<file path="src/rtl/matrix_scan_controller.sv">
// matrix_scan_controller: column-multiplexed scan of a 7x5 LED matrix (mirrored, 3 select lines)
// with per-slot blanking and a frame-boundary image latch.
module matrix_scan_controller #(
    parameter int DIVIDER      = 5000,
    parameter int BLANK_CYCLES = 500
) (
    input  logic        i_clock,
    input  logic        i_reset,
    input  logic        i_enable,
    input  logic [20:0] i_image,
    output logic [2:0]  o_col,
    output logic [6:0]  o_row,
    output logic        o_frame_done
);
    localparam int CW = $clog2(DIVIDER);
    typedef enum logic [1:0] {IDLE, BLANK, SHOW} state_t;
    state_t          r_state, w_state;
    logic [CW-1:0]   r_cnt, w_cnt;
    logic [2:0]      r_col, w_col;
    logic [20:0]     r_img, w_img;
    logic [6:0]      r_row, w_row;
    logic            r_fd, w_fd;
    logic            w_wrap;
    assign w_wrap = r_cnt == CW'(DIVIDER - 1);
    always_comb begin
        w_state = r_state;
        w_cnt   = r_cnt;
        w_col   = r_col;
        w_img   = r_img;
        w_fd    = 1'b0;
        if (r_state == IDLE) begin
            if (i_enable) begin
                w_state = BLANK;
                w_cnt   = '0;
                w_col   = 3'b100;
                w_img   = i_image;
            end
        end else if (!i_enable) begin
            w_state = IDLE;
            w_cnt   = '0;
            w_col   = '0;
        end else begin
            w_cnt = w_wrap ? '0 : r_cnt + 1'b1;
            w_col = w_wrap ? {r_col[0], r_col[2], r_col[1]} : r_col;
            // a new frame starts when column 001 hands over to 100
            w_img = (w_wrap && r_col[0]) ? i_image : r_img;
            w_fd  = w_wrap && r_col[0];
        end
        if (w_state != IDLE)
            w_state = ({1'b0, w_cnt} + 1'b1 > (CW+1)'(BLANK_CYCLES)) ? SHOW : BLANK;
        w_row = (w_state != SHOW) ? '0 :
                w_col[2] ? w_img[20:14] :
                w_col[1] ? w_img[13:7] : w_img[6:0];
    end
    always_ff @(posedge i_clock or posedge i_reset) begin
        if (i_reset) begin
            r_state <= IDLE;
            r_cnt   <= '0;
            r_col   <= '0;
            r_img   <= '0;
            r_row   <= '0;
            r_fd    <= 1'b0;
        end else begin
            r_state <= w_state;
            r_cnt   <= w_cnt;
            r_col   <= w_col;
            r_img   <= w_img;
            r_row   <= w_row;
            r_fd    <= w_fd;
        end
    end
    assign o_col        = r_col;
    assign o_row        = r_row;
    assign o_frame_done = r_fd;
endmodule

</file>
<file path="config.mk">
export PLATFORM = sky130hd
export DESIGN_NAME = matrix_scan_controller
export DESIGN_NICKNAME = d
export VERILOG_FILES = /design/src/rtl/matrix_scan_controller.sv
export SDC_FILE = /design/constraint.sdc
export NUM_CORES = 1
export LEC_CHECK = 0
export CAP_MARGIN = 30
export CORE_ASPECT_RATIO = 0.6
export CORE_UTILIZATION = 50
export CTS_CLUSTER_SIZE = 14
export DETAILED_ROUTE_END_ITERATION = 12
export PLACE_DENSITY = 0.74
export SLEW_MARGIN = 20
export SYNTH_ARGS = -nofsm -noshare
export SYNTH_HDL_FRONTEND = slang
export SYNTH_SLANG_ARGS = --single-unit
</file>
<file path="constraint.sdc">
create_clock -name i_clock -period 3.37 [get_ports i_clock]
set_input_delay 0.674 -clock i_clock [delete_from_list [all_inputs] [get_ports i_clock]]
set_output_delay 0.674 -clock i_clock [all_outputs]
set_load 0.03 [all_outputs]
</file>
==> run_results.csv, run 1 <==
group,metric,value,unit
sta,hold_viol,0,
final_layout,design_area,3170,µm²
clock_tree,path_clk_slew,0.10,ns
yosys,avgSynthCellArea,9.12,µm²
critical_path,endpoint_kind,"register",
yosys,syn_nets,309,
floorplan,die-width,94.9,µm
final_layout,area_growth,22.6,%
drt,drc,0,
hold_path,hold_end,"r_img[16]",
critical_path,crit_type,"register to register",
clock_tree,cts.hold.buffers_added,0,
drt,firstDrtPassIters,5,
clock_tree,htreeDepth,2,
global_routing,antenna_found_initial,0,
status,status,"finished clean",
global_routing,grt_pass1_vias,2154,
hold_path,min_from,"r_img[16]",
yosys,yosys_most_used_dff,"dfrtp_1",
yosys,syn-instance-count,284,
clock_tree,post_cts.repair.setup_buffers,0,
sta,slew_headroom,0.605,
critical_path,crit_fanout,9,
placed_design,pre_cts_slack,0.126,ns
placed_design,place_congestion,0.912,
yosys,synthDistinctLibCells,53,
sta,period_needed,2.94,ns
sta,rsz0062_at_grt,"false",
yosys,ys_async_sr_fraction,1.00,
yosys,synth_top_area_frac,0.454,
yosys,synth_edf_count,0,
clock_tree,clock_path_buffers,2,
drt,viasPerCell,6.35,
power_and_ir_drop,ir_drop,0.000244,V
yosys,synth_seq_cells,47,
power_and_ir_drop,p_leak,1.40,nW
sta,fin_tns_setup,0,ns
final_layout,multi_input_area,1250,µm²
final_layout,n_antenna_cell,0,
clock_tree,root_buffer,"clkbuf_8",
floorplan,start_util,0.542,
placed_design,placed_cell_area,3040,µm²
sta,final_max_slew_viol_count,0,
final_layout,n_fill_cell,377,
drt,via_count,2432,
yosys,yosysWarnings,0,
final_layout,final_util,0.664,
floorplan,ioPinCount,35,
final_layout,nNetsFinal,344,
job,maxCapViolations,0,
yosys,synth.cell_area,2590,µm²
drt,wirelength,6830,µm
sta,max_freq,340,MHz
sta,setup_slack,0.425,ns
clock_tree,cts_buffers,5,
clock_tree,clk_latency,0.30,ns
hold_path,whs_path_depth,2,
clock_tree,cts.repair.resized,0,
hold_path,min_path_type,"register to register",
sta,skew,0.0153,ns
floorplan,fp.dieArea,5480,µm²
yosys,seq_area_frac_synth,0.454,
yosys,yosysTopAreaCell,"dfrtp_1",
global_routing,grt_pass1_wl,11100,µm
drt,drt_iter0_drc,301,
sta,setup_viol,0,
critical_path,cp.arrival,3.15,ns
critical_path,r2r_slack,0.43,ns
clock_tree,cts_tree,"done",
critical_path,r2r_start,"r_cnt[0]",
yosys,synthTopCellsByCount,"dfrtp_1, nand3_1, nand2_1",
sta,fin_crit_sh,0.874,
critical_path,reg2reg_to,"o_row[4]",
global_routing,grt_usage,0.270,
placed_design,dp_hpwl,4980,µm
yosys,yosys-top-cells-area,"dfrtp_1, nand3_1, o21ai_0",
floorplan,die_h,57.7,µm
floorplan,num_rows,19,
critical_path,worstPathRequired,3.58,ns
drt,wl_per_cell,17.8,µm
drt,postRouteAntennaNets,0,
placed_design,portBuffers,34,
critical_path,start_kind,"register",
floorplan,core-area,4780,µm²
global_routing,overflow,0,
power_and_ir_drop,finalPower,0.00129,W
final_layout,drive_above_1_share,0.0969,
sta,worst_slew_pin_slew,0.590,ns
final_layout,seqCellArea,1180,µm²
power_and_ir_drop,p_per_area,405,nW/µm²
global_routing,grt_max_degree,32,
yosys,yosysMostFrequentCell,"dfrtp_1",
critical_path,r2r_cells,7,
clock_tree,cts.sinks,47,
## registers in the layout (all words and copies together) (netlist names)
name          count
r_img            21
r_cnt            13
o_row             7
o_col             3
r_state           2
o_frame_done      1
## cell usage in the layout (no fill, tap or decap), types with 4 or more instances in the layout
cell type | netlist | layout
a211oi_1 | 7 | 7
clkbuf_8 | 0 | 5
buf_4 | 0 | 14
inv_1 | 18 | 17
o2111ai_1 | 7 | 7
a31oi_1 | 8 | 8
a21o_1 | 4 | 4
nor4_1 | 5 | 5
a21oi_1 | 15 | 15
nand2_1 | 26 | 26
clkdlybuf4s50_1 | 0 | 34
o221ai_1 | 7 | 7
and3_1 | 5 | 5
o21ai_0 | 23 | 23
dfrtp_1 | 47 | 47
o211ai_1 | 7 | 7
nand3_1 | 27 | 27
nor2_1 | 6 | 6
## final cells by class
class | count | area share
Clock inverter | 3 | 0.0213
Clock buffer | 5 | 0.0217
Sequential cell | 47 | 0.371
Multi-Input combinational cell | 198 | 0.394
Inverter | 18 | 0.0213
Timing Repair Buffer | 49 | 0.147
Tap cell | 63 | 0.0248
## kinds of logic after synthesis
logic type	count (synthesis)	share of synthesized area
AOI/OAI and AO/OA	97	0.255
adders and majority gates	1	0.00483
xor gates and xnor gates	4	0.0135
DFF	47	0.454
and+or+nand+nor	96	0.209
buffers and inverters	39	0.0633
## through the flow
step	hold WS, ns	cells
6_report	0.512	383
2_1_floorplan	0.468	284
5_1_grt	0.545	383
3_5_place_dp	0.487	375
3_3_place_gp	0.482	374
4_1_cts	0.510	383
## worst max-delay path by stage
stage,slack [ns],cells past startpoint,endpoint,startpoint
5_1_grt,0.21,7,o_row[2],r_cnt[0]
3_5_place_dp,0.13,7,o_row[4],i_enable
2_1_floorplan,0.70,8,o_row[0],i_enable
4_1_cts,0.44,7,o_row[4],i_enable
6_report,0.43,7,o_row[4],r_cnt[0]
3_3_place_gp,0.20,7,o_row[4],i_enable
## where the power goes
part / leakage (nW) / internal (W) / total, W / switching [W]
logic: 0.723 / 0.0000764 / 0.000183 / 0.000107
clock network: 0.0644 / 0.000296 / 0.000487 / 0.000191
registers: 0.617 / 0.000600 / 0.000616 / 0.0000155
total: 1.40 / 0.000972 / 0.00129 / 0.000313
## critical path, cell delays in order, from the launching register on
cell and delay, ns:
dfrtp_1 0.48, ha_1 0.37, nand3_1 0.23, o41ai_2 0.42
a21oi_1 0.07, or4_1 0.38, or4_1 0.58, a211oi_1 0.32
## layer usage
| metal | GRT usage | wire length (µm) |
|---|---|---|
| met1 | 0.460 | 3470 |
| met2 | 0.339 | 2570 |
| met3 | 0.0748 | 743 |
| met4 | 0.0325 | 37 |
| met5 | 0 | 0 |
Power figures use the tool's default switching activity.
==> run 2, diff against run 1 <==
clock period = 3.8 ns   (was 3.37 ns; I/O delays follow)
==> run_results.csv, run 2 (synthesized netlist as in run 1, its figures left out) <==
group,metric,value,unit
drt,postRouteAntennaNets,0,
hold_path,min_path_type,"register to register",
final_layout,n_fill_cell,401,
final_layout,top_register,"r_img",
floorplan,start_util,0.542,
sta,skew,0.0106,ns
final_layout,multi_input_area,1250,µm²
drt,drt_iter0_drc,266,
power_and_ir_drop,p_leak,1.37,nW
critical_path,reg2reg_to,"o_row[6]",
global_routing,grt_pass1_vias,2118,
critical_path,cp.arrival,3.32,ns
critical_path,cpPeakStageDelay,0.69,ns
hold_path,hold_end,"r_img[20]",
sta,rsz0062_at_grt,"false",
clock_tree,root_buffer,"clkbuf_8",
job,maxCapViolations,0,
critical_path,worstSetupStartpoint,"i_enable",
global_routing,antenna_found_initial,0,
clock_tree,cts_buffers,5,
final_layout,area_growth,20.1,%
clock_tree,clk_latency,0.30,ns
final_layout,drive_above_1_share,0.0794,
floorplan,fp.dieArea,5480,µm²
critical_path,worstPathRequired,4.00,ns
clock_tree,path_clk_slew,0.09,ns
drt,firstDrtPassIters,5,
final_layout,largest_register_ffs,21,
drt,via_count,2398,
sta,max_freq,321,MHz
drt,wirelength,6860,µm
critical_path,r2r_slack,0.88,ns
placed_design,dp_hpwl,5070,µm
clock_tree,clock_path_buffers,2,
placed_design,dp.cells,371,
power_and_ir_drop,finalPower,0.00106,W
final_layout,final_cell_mix,"dfrtp_1, clkdlybuf4s50_1, nand3_1",
critical_path,crit_type,"primary input to register",
global_routing,grt_pass1_wl,11100,µm
clock_tree,htreeDepth,2,
critical_path,crit_path_cell_trace,"clkdlybuf4s50_1 -> buf_4 -> or3_1 -> o21ai_0 -> a21o_1 -> nor2_1 -> or4_1 -> a211oi_1",
clock_tree,cts_tree,"done",
sta,worst_slew_pin_slew,0.727,ns
floorplan,core-area,4780,µm²
floorplan,die-width,94.9,µm
final_layout,stdcell_count,378,
placed_design,place_congestion,0.943,
critical_path,r2r_start,"r_cnt[0]",
critical_path,r2r_cells,7,
placed_design,portBuffers,34,
power_and_ir_drop,ir_drop,0.000177,V
final_layout,layout_commonest_cell,"dfrtp_1",
global_routing,grt_usage,0.277,
critical_path,start_kind,"primary input",
status,status,"finished clean",
placed_design,placed_cell_area,3010,µm²
clock_tree,post_cts.repair.setup_buffers,0,
floorplan,ioPinCount,35,
critical_path,crit_fanout,16,
hold_path,min_from,"r_img[20]",
sta,setup_viol,0,
critical_path,cp_slowest_cell,"or4_1",
drt,viasPerCell,6.34,
sta,fin_crit_sh,0.821,
clock_tree,cts.repair.resized,0,
hold_path,whs_path_depth,2,
drt,drc,0,
final_layout,nNetsFinal,340,
power_and_ir_drop,p_per_area,342,nW/µm²
clock_tree,cts.sinks,47,
sta,slew_headroom,0.514,
sta,final_max_slew_viol_count,0,
clock_tree,cts.hold.buffers_added,0,
sta,holdWs,0.507,ns
sta,hold_viol,0,
drt,wl_per_cell,18.2,µm
critical_path,endpoint_kind,"register",
global_routing,grt_max_degree,35,
final_layout,seqCellArea,1180,µm²
floorplan,die_h,57.7,µm
sta,fin_tns_setup,0,ns
sta,period_needed,3.12,ns
final_layout,design_area,3110,µm²
floorplan,num_rows,19,
global_routing,overflow,0,
final_layout,n_antenna_cell,0,
-- run 2: per-layer routing --
layer  vias to the layer above  wire length [µm]  track usage
met5                         -                 0            0
met4                         0                46       0.0801
met3                         6               761       0.0984
met2                       142              2660        0.345
met1                      1116              3400        0.440
li1                       1134                 -            -
-- run 2: where the power goes --
group	switching (W)	internal (W)
Sequential	0.0000133	0.000532
Combinational	0.0000916	0.0000654
Clock	0.000167	0.000193
-- run 2: area by class of cell --
cell class | count | area share
multi-input combinational | 198 | 0.402
sequential | 47 | 0.378
timing repair buffer | 45 | 0.140
tap | 63 | 0.0254
clock buffer | 6 | 0.0233
inverter | 18 | 0.0217
clock inverter | 1 | 0.00966
-- run 2: worst max path at each step --
stage / endpoint / slack, ns / cells after the start
final: o_row[6] / 0.68 / 8
after global routing: o_row[6] / 0.61 / 8
after CTS: o_row[6] / 0.72 / 8
after detailed placement: o_row[3] / 0.43 / 8
after global placement: o_row[1] / 0.51 / 7
after floorplan: o_row[0] / 1.05 / 8
-- run 2: critical path, delay by kind of cell --
kind | cells | cell delay, ns
compound gates | 3 | 0.64
buf+inv | 2 | 0.72
simple gates | 3 | 1.20
-- run 2: metrics by stage --
step / setup WS [ns] / utilization
6_report: 0.680 / 0.651
3_3_place_gp: 0.514 / 0.625
4_1_cts: 0.718 / 0.651
2_1_floorplan: 1.05 / -
3_5_place_dp: 0.430 / 0.629
5_1_grt: 0.611 / 0.651
==> run 3, diff against run 2 <==
clock period = 3.2 ns   (was 3.8 ns; I/O delays follow)
==> run_results.csv, run 3 (synthesized netlist as in run 1, its figures left out) <==
group,metric,value,unit
status,status,"finished clean",
sta,period_needed,2.92,ns
hold_path,min_from,"r_img[15]",
hold_path,whs_path_depth,2,
drt,firstDrtPassIters,5,
sta,fin_tns_setup,0,ns
critical_path,start_kind,"register",
critical_path,crit_fanout,9,
floorplan,core-area,4780,µm²
drt,drc,0,
critical_path,worstPathRequired,3.41,ns
final_layout,n_antenna_cell,0,
final_layout,multi_input_area,1250,µm²
critical_path,r2r_cells,7,
critical_path,cp_num_buf_inv,0,
clock_tree,cts_tree,"done",
drt,wirelength,6770,µm
final_layout,nNetsFinal,344,
sta,skew,0.00854,ns
critical_path,crit_path_cell_trace,"ha_1 -> nand3_1 -> o41ai_2 -> a21oi_1 -> or4_1 -> or4_1 -> a211oi_1",
final_layout,seqCellArea,1180,µm²
floorplan,start_util,0.542,
global_routing,antenna_found_initial,0,
drt,wl_per_cell,17.7,µm
critical_path,cpPeakStageDelay,0.58,ns
power_and_ir_drop,p_per_area,382,nW/µm²
critical_path,crit_family,"simple AND/OR/NAND/NOR gates",
critical_path,crit_type,"register to register",
drt,via_count,2404,
global_routing,grt_pass1_vias,2167,
critical_path,endpoint_kind,"register",
clock_tree,path_clk_slew,0.09,ns
clock_tree,clk_latency,0.30,ns
clock_tree,cts.hold.buffers_added,0,
sta,rsz0062_at_grt,"false",
floorplan,fp.dieArea,5480,µm²
global_routing,overflow,0,
final_layout,drive_above_1_share,0.0906,
drt,drt_iter0_drc,351,
final_layout,n_fill_cell,406,
final_layout,layout_commonest_cell,"dfrtp_1",
critical_path,crit_top_cell,"or4_1",
clock_tree,htreeDepth,2,
clock_tree,cts.sinks,47,
global_routing,grt_usage,0.271,
placed_design,dp.cells,375,
critical_path,path_depth,7,
critical_path,r2r_start,"r_cnt[0]",
floorplan,die-width,94.9,µm
placed_design,place_congestion,0.889,
sta,setup_viol,0,
global_routing,grt_max_degree,40,
sta,max_freq,343,MHz
global_routing,grt_pass1_wl,11100,µm
floorplan,num_rows,19,
sta,worst_slew_pin_slew,0.555,ns
clock_tree,post_cts.repair.setup_buffers,0,
clock_tree,cts_buffers,5,
final_layout,stdcell_count,383,
job,maxCapViolations,0,
critical_path,cp.arrival,3.12,ns
hold_path,min_path_type,"register to register",
final_layout,largest_register_ffs,21,
sta,final_max_slew_viol_count,0,
final_layout,final_cell_mix,"dfrtp_1, clkdlybuf4s50_1, nand3_1",
power_and_ir_drop,p_leak,1.38,nW
sta,slew_headroom,0.629,
clock_tree,root_buffer,"clkbuf_8",
final_layout,top_register,"r_img",
placed_design,dp_hpwl,4940,µm
clock_tree,clock_path_buffers,2,
floorplan,ioPinCount,35,
sta,fin_crit_sh,0.912,
drt,viasPerCell,6.28,
drt,postRouteAntennaNets,0,
power_and_ir_drop,ir_drop,0.000225,V
sta,hold_viol,0,
floorplan,die_h,57.7,µm
critical_path,cp_slowest_cell,"or4_1",
critical_path,worstSetupStartpoint,"r_cnt[0]",
clock_tree,cts.repair.resized,0,
placed_design,portBuffers,34,
final_layout,area_growth,20.0,%
## run 3: changes by cell type in the layout (fill, tap and decap cells not counted)
cell,previous run,this run
clkbuf_1,1,2
bufinv_16,1,0
buf_12,1,0
buf_4,10,15
clkinv_2,0,1
## run 3: area by class of cell
| class | instances | share of cell area |
|---|---|---|
| clock inverters | 1 | 0.00161 |
| well taps | 63 | 0.0254 |
| inverters | 18 | 0.0218 |
| clock buffers | 7 | 0.0246 |
| multi-input cells | 198 | 0.402 |
| repair buffers | 49 | 0.146 |
| flip-flops and latches | 47 | 0.379 |
## run 3: stage by stage
stage                     hold WS, ns  power (W)  utilization  worst slack, ns  area (µm²)
final                           0.508    0.00119        0.650            0.282        3110
after global routing            0.539    0.00125        0.650            0.172        3110
after CTS                       0.509    0.00119        0.650            0.315        3110
after detailed placement        0.487   0.000845        0.633           0.0104        3020
after global placement          0.482   0.000841        0.633           0.0754        3020
after floorplan                 0.468   0.000767            -            0.565        2590
## run 3: worst min-delay path, stage by stage, from the launching register on
cell     delay, ns
dfrtp_1       0.33
nand3_1       0.08
nand2_1       0.07
## run 3: final timing paths
check	endpoint	slack (ns)
setup / recovery	o_row[2]	0.28
hold / removal	r_img[15]	0.51
setup reg to reg	o_row[2]	0.28
hold reg to reg	r_img[15]	0.51
max in group asynchronous	r_cnt[11]	1.90
min in group asynchronous	r_img[3]	0.56
## run 3: power breakdown
| part | total (W) | switching [W] | internal [W] |
|---|---|---|---|
| Clock | 0.000349 | 0.000196 | 0.000154 |
| Combinational | 0.000189 | 0.000110 | 0.0000787 |
| Sequential | 0.000648 | 0.0000163 | 0.000632 |
| Total | 0.00119 | 0.000322 | 0.000864 |
## run 3: layer usage
layer | routed length [µm] | up-vias | track usage | part of all wire
met2 | 2600 | 114 | 0.337 | 0.38
li1 | - | 1141 | - | -
met1 | 3450 | 1138 | 0.452 | 0.51
met3 | 653 | 11 | 0.0801 | 0.096
met4 | 67 | 0 | 0.0519 | 0.0099
met5 | 0 | - | 0 | 0
